==> src/rtl/level_calibrator.sv <==
// level_calibrator
//   Holds the empty/full calibration points of the liquid level meter and
//   converts each raw sensor sample into a 0..100 % fill level using a
//   sequential restoring divider with constant 10-cycle throughput.
//
// Ports
//   clk_100MHz  in   system clock, rising edge
//   reset       in   synchronous active-high reset
//   raw_level   in   W  raw sensor sample
//   raw_valid   in   sample strobe
//   saveH_pulse in   store last sample as the full (100 %) point
//   saveL_pulse in   store last sample as the empty (0 %) point
//   clear_pulse in   discard calibration
//   level_pct   out  7  fill level 0..100, held between updates
//   pct_valid   out  one-cycle strobe when level_pct is updated
//   busy        out  conversion in progress, new samples are dropped
//   cal_ok      out  both points stored and hi > lo
//   cal_error   out  both points stored and hi <= lo
module level_calibrator #(
  parameter int W = 12
) (
  input  logic         clk_100MHz,
  input  logic         reset,
  input  logic [W-1:0] raw_level,
  input  logic         raw_valid,
  input  logic         saveH_pulse,
  input  logic         saveL_pulse,
  input  logic         clear_pulse,
  output logic [6:0]   level_pct,
  output logic         pct_valid,
  output logic         busy,
  output logic         cal_ok,
  output logic         cal_error
);

  typedef enum logic [1:0] {IDLE, PREP, DIV, DONE} state_t;

  localparam int NW = W + 7;  // numerator / remainder width, holds (raw-lo)*100

  state_t        state_q, state_d;
  logic [W-1:0]  last_raw_q, last_raw_d;
  logic          sample_seen_q, sample_seen_d;
  logic [W-1:0]  hi_q, hi_d;
  logic [W-1:0]  lo_q, lo_d;
  logic          hi_set_q, hi_set_d;
  logic          lo_set_q, lo_set_d;
  logic          cal_ok_q, cal_ok_d;
  logic          cal_error_q, cal_error_d;
  // Snapshot of the conversion operands, frozen for the whole conversion
  logic [W-1:0]  raw_w_q, raw_w_d;
  logic [W-1:0]  hi_w_q, hi_w_d;
  logic [W-1:0]  lo_w_q, lo_w_d;
  // Divider datapath
  logic [W-1:0]  div_q, div_d;
  logic [NW-1:0] rem_q, rem_d;
  logic [6:0]    quo_q, quo_d;
  logic [2:0]    cnt_q, cnt_d;
  logic          clamp_q, clamp_d;
  logic [6:0]    clamp_val_q, clamp_val_d;
  // Registered outputs
  logic [6:0]    level_q, level_d;
  logic          pct_valid_q, pct_valid_d;
  logic          busy_q, busy_d;

  logic [W-1:0]  diff;
  logic [NW-1:0] diff_ext;
  logic [NW-1:0] div_ext;
  logic [NW-1:0] trial;

  always_comb begin
    state_d       = state_q;
    last_raw_d    = last_raw_q;
    sample_seen_d = sample_seen_q;
    hi_d          = hi_q;
    lo_d          = lo_q;
    hi_set_d      = hi_set_q;
    lo_set_d      = lo_set_q;
    raw_w_d       = raw_w_q;
    hi_w_d        = hi_w_q;
    lo_w_d        = lo_w_q;
    div_d         = div_q;
    rem_d         = rem_q;
    quo_d         = quo_q;
    cnt_d         = cnt_q;
    clamp_d       = clamp_q;
    clamp_val_d   = clamp_val_q;
    level_d       = level_q;

    diff     = raw_w_q - lo_w_q;
    diff_ext = {7'd0, diff};
    div_ext  = {7'd0, div_q};
    trial    = div_ext << cnt_q;

    // Outputs lag the state by one cycle: busy covers PREP..DONE as seen
    // from the following cycle, and the strobe coincides with level update.
    busy_d      = (state_q != IDLE);
    pct_valid_d = (state_q == DONE);

    // Sample capture runs regardless of conversion activity
    if (raw_valid) begin
      last_raw_d    = raw_level;
      sample_seen_d = 1'b1;
    end

    // Save-high and save-low are independent so both may land together;
    // clear overrides both. Saves use last_raw from before this cycle.
    if (clear_pulse) begin
      hi_set_d = 1'b0;
      lo_set_d = 1'b0;
    end else if (sample_seen_q) begin
      if (saveH_pulse) begin
        hi_d     = last_raw_q;
        hi_set_d = 1'b1;
      end
      if (saveL_pulse) begin
        lo_d     = last_raw_q;
        lo_set_d = 1'b1;
      end
    end

    cal_ok_d    = hi_set_q & lo_set_q & (hi_q > lo_q);
    cal_error_d = hi_set_q & lo_set_q & (hi_q <= lo_q);

    case (state_q)
      IDLE: begin
        if (raw_valid && cal_ok_q) begin
          raw_w_d = raw_level;
          hi_w_d  = hi_q;
          lo_w_d  = lo_q;
          state_d = PREP;
        end
      end
      PREP: begin
        div_d       = hi_w_q - lo_w_q;
        quo_d       = 7'd0;
        cnt_d       = 3'd6;
        clamp_d     = 1'b0;
        clamp_val_d = 7'd0;
        rem_d       = (diff_ext << 6) + (diff_ext << 5) + (diff_ext << 2);
        if (raw_w_q <= lo_w_q) begin
          clamp_d     = 1'b1;
          clamp_val_d = 7'd0;
          rem_d       = '0;
        end else if (raw_w_q >= hi_w_q) begin
          clamp_d     = 1'b1;
          clamp_val_d = 7'd100;
          rem_d       = '0;
        end
        state_d = DIV;
      end
      DIV: begin
        if (rem_q >= trial) begin
          rem_d = rem_q - trial;
          quo_d = quo_q | (7'd1 << cnt_q);
        end
        if (cnt_q == 3'd0) begin
          state_d = DONE;
        end else begin
          cnt_d = cnt_q - 3'd1;
        end
      end
      DONE: begin
        level_d = clamp_q ? clamp_val_q : quo_q;
        state_d = IDLE;
      end
      default: state_d = IDLE;
    endcase
  end

  always_ff @(posedge clk_100MHz) begin
    if (reset) begin
      state_q       <= IDLE;
      last_raw_q    <= '0;
      sample_seen_q <= 1'b0;
      hi_q          <= '0;
      lo_q          <= '0;
      hi_set_q      <= 1'b0;
      lo_set_q      <= 1'b0;
      cal_ok_q      <= 1'b0;
      cal_error_q   <= 1'b0;
      raw_w_q       <= '0;
      hi_w_q        <= '0;
      lo_w_q        <= '0;
      div_q         <= '0;
      rem_q         <= '0;
      quo_q         <= '0;
      cnt_q         <= '0;
      clamp_q       <= 1'b0;
      clamp_val_q   <= '0;
      level_q       <= '0;
      pct_valid_q   <= 1'b0;
      busy_q        <= 1'b0;
    end else begin
      state_q       <= state_d;
      last_raw_q    <= last_raw_d;
      sample_seen_q <= sample_seen_d;
      hi_q          <= hi_d;
      lo_q          <= lo_d;
      hi_set_q      <= hi_set_d;
      lo_set_q      <= lo_set_d;
      cal_ok_q      <= cal_ok_d;
      cal_error_q   <= cal_error_d;
      raw_w_q       <= raw_w_d;
      hi_w_q        <= hi_w_d;
      lo_w_q        <= lo_w_d;
      div_q         <= div_d;
      rem_q         <= rem_d;
      quo_q         <= quo_d;
      cnt_q         <= cnt_d;
      clamp_q       <= clamp_d;
      clamp_val_q   <= clamp_val_d;
      level_q       <= level_d;
      pct_valid_q   <= pct_valid_d;
      busy_q        <= busy_d;
    end
  end

  assign level_pct = level_q;
  assign pct_valid = pct_valid_q;
  assign busy      = busy_q;
  assign cal_ok    = cal_ok_q;
  assign cal_error = cal_error_q;

endmodule
==> config.mk <==
export PLATFORM = sky130hd
export DESIGN_NAME = level_calibrator
export DESIGN_NICKNAME = d
export VERILOG_FILES = /design/src/rtl/level_calibrator.sv
export SDC_FILE = /design/constraint.sdc
export NUM_CORES = 1
export LEC_CHECK = 0
export CORE_MARGIN = 1.5
export CORE_UTILIZATION = 50
export CTS_CLUSTER_DIAMETER = 100
export DETAILED_ROUTE_END_ITERATION = 12
export DONT_BUFFER_PORTS = 1
export GPL_TIMING_DRIVEN = 1
export MAX_ROUTING_LAYER = met4
export SLEW_MARGIN = 20
export SYNTH_ARGS = -nofsm -noshare
export SYNTH_HDL_FRONTEND = slang
export SYNTH_SLANG_ARGS = --single-unit
==> constraint.sdc <==
create_clock -name clk_100MHz -period 12.1 [get_ports clk_100MHz]
set_input_delay 2.42 -clock clk_100MHz [delete_from_list [all_inputs] [get_ports clk_100MHz]]
set_output_delay 2.42 -clock clk_100MHz [all_outputs]
set_load 0.005 [all_outputs]
==> impl_metrics.ini <==
[worst_setup_path]
startpoint = lo_w_q[1]
crit_path_end_kind = register
crit_family = compound AO/OA/AOI/OAI gates
cpMaxStageDelayCell = fa_1
cp_num_buf_inv = 3
reg2reg_slack_ns = 7.52
crit_fanout = 5
crit_arrival_ns = 4.91
r2r-start = lo_w_q[1]
critPathKind = reg2reg
crit_chain = inv_1 -> ha_1 -> nor2b_1 -> o21ai_0 -> a21boi_0 -> o21ai_0 -> o21ai_0 -> xor2_1 -> inv_1 -> fa_1 -> inv_1 -> ha_1 -> or2_2 -> a21oi_1 -> a211o_1 -> nand3_1 -> o41ai_1 -> xnor2_1 -> nand2_1 -> a311oi_1
startpoint_type = register
required_ns = 12.44
slowest_delay_ns = 0.43

[placed_design]
placed_cell_area_sq_mm = 0.00872
dp_cells = 1257
dp_hpwl_mm = 15.7
place.gp.congestion = 0.869
port_buffers = 0

[global_route]
grt_usage = 0.248
grt_pass1_wl_mm = 34.5
grt_antenna_before_repair = 0
grt-ovfl-total = 0
grt_pass1_vias = 6923
grt_max_degree = 126

[layout]
finalNonFillerCells = 1288
synthToLayoutAreaGrowth_pct = 7.52
fin_nets = 1177
seq_area_sq_mm = 0.00262
antenna_cells = 0
num-fill-cells = 1658
drive_gt1_frac = 0.0534
multi_input_area_sq_mm = 0.00552
finish.instance_area_sq_mm = 0.00926

[synth]
yosysMostFrequentCell = nand2_1
synth_top_area_frac = 0.304
syn_inst = 1080
async_flop_share = 0
ys_types = 62
avgSynthCellArea_sq_um = 7.98
ys_seq_area_frac = 0.304
synth_common_cells = nand2_1, dfxtp_1, a21oi_1, ha_1, nor2_1
synth_area_leader_cell = dfxtp_1
synth-main-ff-cell = dfxtp_1
synth_edf_count = 0
synth_seq_cells = 131
syn_nets = 1201
ys_warn_count = 0
syn-cell-area_sq_mm = 0.00862
yosys-top-cells-area = dfxtp_1, ha_1, nand2_1, a21oi_1, mux2i_1

[job]
drv_cap = 0

[die]
die_h_um = 134
core_area_sq_mm = 0.0167
dieArea_sq_mm = 0.0180
rows = 47
ioPinCount = 29
start_util = 0.516
fp.dieW_um = 134

[clocking]
cts-root-buf = clkbuf_16
cts_setup_buffers = 0
hold_buffers = 0
cts.clk_slew.worst_paths_ns = 0.06
cts_buffer_depth = 2
cts_tree = done
cts_inserted_buffers = 17
ctsResizeCount = 0
cts_sinks = 131
h-tree-depth = 4
worst_skew_pair.late_latency_ns = 0.42

[sta]
tns_ns = 0
fmax_mhz = 218
finalHoldViolCount = 0
max_slew_margin = 0.385
timing.final.crit_period_ns = 4.58
setup_viol = 0
slew_violations = 0
rsz0062_at_grt = false
tightest_slew_ns = 0.921
fin_skew_ns = 0.0116
period_share = 0.378

[worst_hold_path]
min_from = lo_w_q[3]
hp-class = reg2reg

[drt]
drt_iter0_markers = 379
vias_per_cell = 5.60
totalWireLength_mm = 21.0
wl_per_cell_um = 16.3
antenna_left = 0
first_pass_iters = 5
via_count = 7214
drc = 0

[pwr]
irDropWorstVdd_mv = 0.0966
p_leak_nw = 3.68
cellPowerDensity_mw_per_mm2 = 104

[status]
status = complete, no violations
-- layout by cell type (no fill, tap or decap), types with 17 or more instances in the layout --
cell type,count
o21ai_0,25
xnor2_1,24
nor2_1,83
inv_1,72
ha_1,95
clkbuf_16,17
nand2_1,168
nor2b_1,23
a211oi_1,23
nand3_1,26
a21o_1,20
dfxtp_1,131
mux2i_1,32
a21oi_1,119
nor3_1,30
-- layer usage --
| metal | track usage | up-vias | wire length [um] |
|---|---|---|---|
| met5 | - | - | 0 |
| met4 | 0.0711 | 0 | 323 |
| met3 | 0.0355 | 25 | 627 |
| met2 | 0.412 | 106 | 10200 |
| met1 | 0.314 | 3355 | 9910 |
| li1 | - | 3728 | - |
-- report_power, final --
group          switching (mW)  internal [mW]  total (mW)  leakage, nW
clock network           0.205          0.269       0.474        0.269
logic                  0.0268         0.0210      0.0478         2.35
registers             0.00442          0.436       0.441         1.06
-- logic make-up (layout without fill, tap and decap cells) --
logic type / count (synthesis) / after routing / synth area share
multiplexers: 38 / 38 / 0.0476
buffers and inverters: 121 / 109 / 0.0550
AO/OA/AOI/OAI: 268 / 268 / 0.198
AND/OR/NAND/NOR: 381 / 381 / 0.199
adder cells (fa/ha/maj): 103 / 103 / 0.157
XOR/XNOR: 38 / 38 / 0.0386
flip-flops: 131 / 131 / 0.304
-- cell type report --
type                    instances  share of cell area
clock buffers                  18              0.0474
inverters                      74              0.0300
multi-input cells             828               0.596
well taps                     220              0.0297
repair buffers                  4             0.00324
flip-flops and latches        131               0.283
clock inverters                13              0.0108
-- sequential cells by signal (all words and copies together), names as in the netlist, 2 cells and up --
signal and flops:
rem_q 19, div_q 12, hi_q 12, hi_w_q 12, last_raw_q 12, lo_q 12
lo_w_q 12, raw_w_q 12, level_pct 7, quo_q 7, cnt_q 3, state_q 2
-- final timing paths --
check / endpoint / cells past startpoint
setup / recovery: rem_q[17] / 20
hold / removal: lo_w_q[3] / 2
hold reg to reg: lo_w_q[3] / 2
setup reg to reg: rem_q[17] / 20
-- metrics by stage --
stage	worst slack, ns	power [mW]	hold WS (ns)	util
after floorplan	7.97	0.494	0.436	-
after global placement	7.62	0.498	0.439	0.522
after detailed placement	7.55	0.498	0.443	0.522
after CTS	7.53	0.970	0.452	0.555
after global routing	7.14	0.997	0.470	0.555
final	7.52	0.962	0.451	0.555
-- worst reg2reg max path: stages (launching register included) --
cell	delay (ns)
dfxtp_1	0.37
inv_1	0.10
ha_1	0.30
nor2b_1	0.12
o21ai_0	0.11
a21boi_0	0.25
o21ai_0	0.15
o21ai_0	0.28
xor2_1	0.39
inv_1	0.12
fa_1	0.43
inv_1	0.07
ha_1	0.26
or2_2	0.30
a21oi_1	0.19
a211o_1	0.13
nand3_1	0.09
o41ai_1	0.31
xnor2_1	0.17
nand2_1	0.07
a311oi_1	0.28
Note: power is estimated with default switching activity, not from simulation.
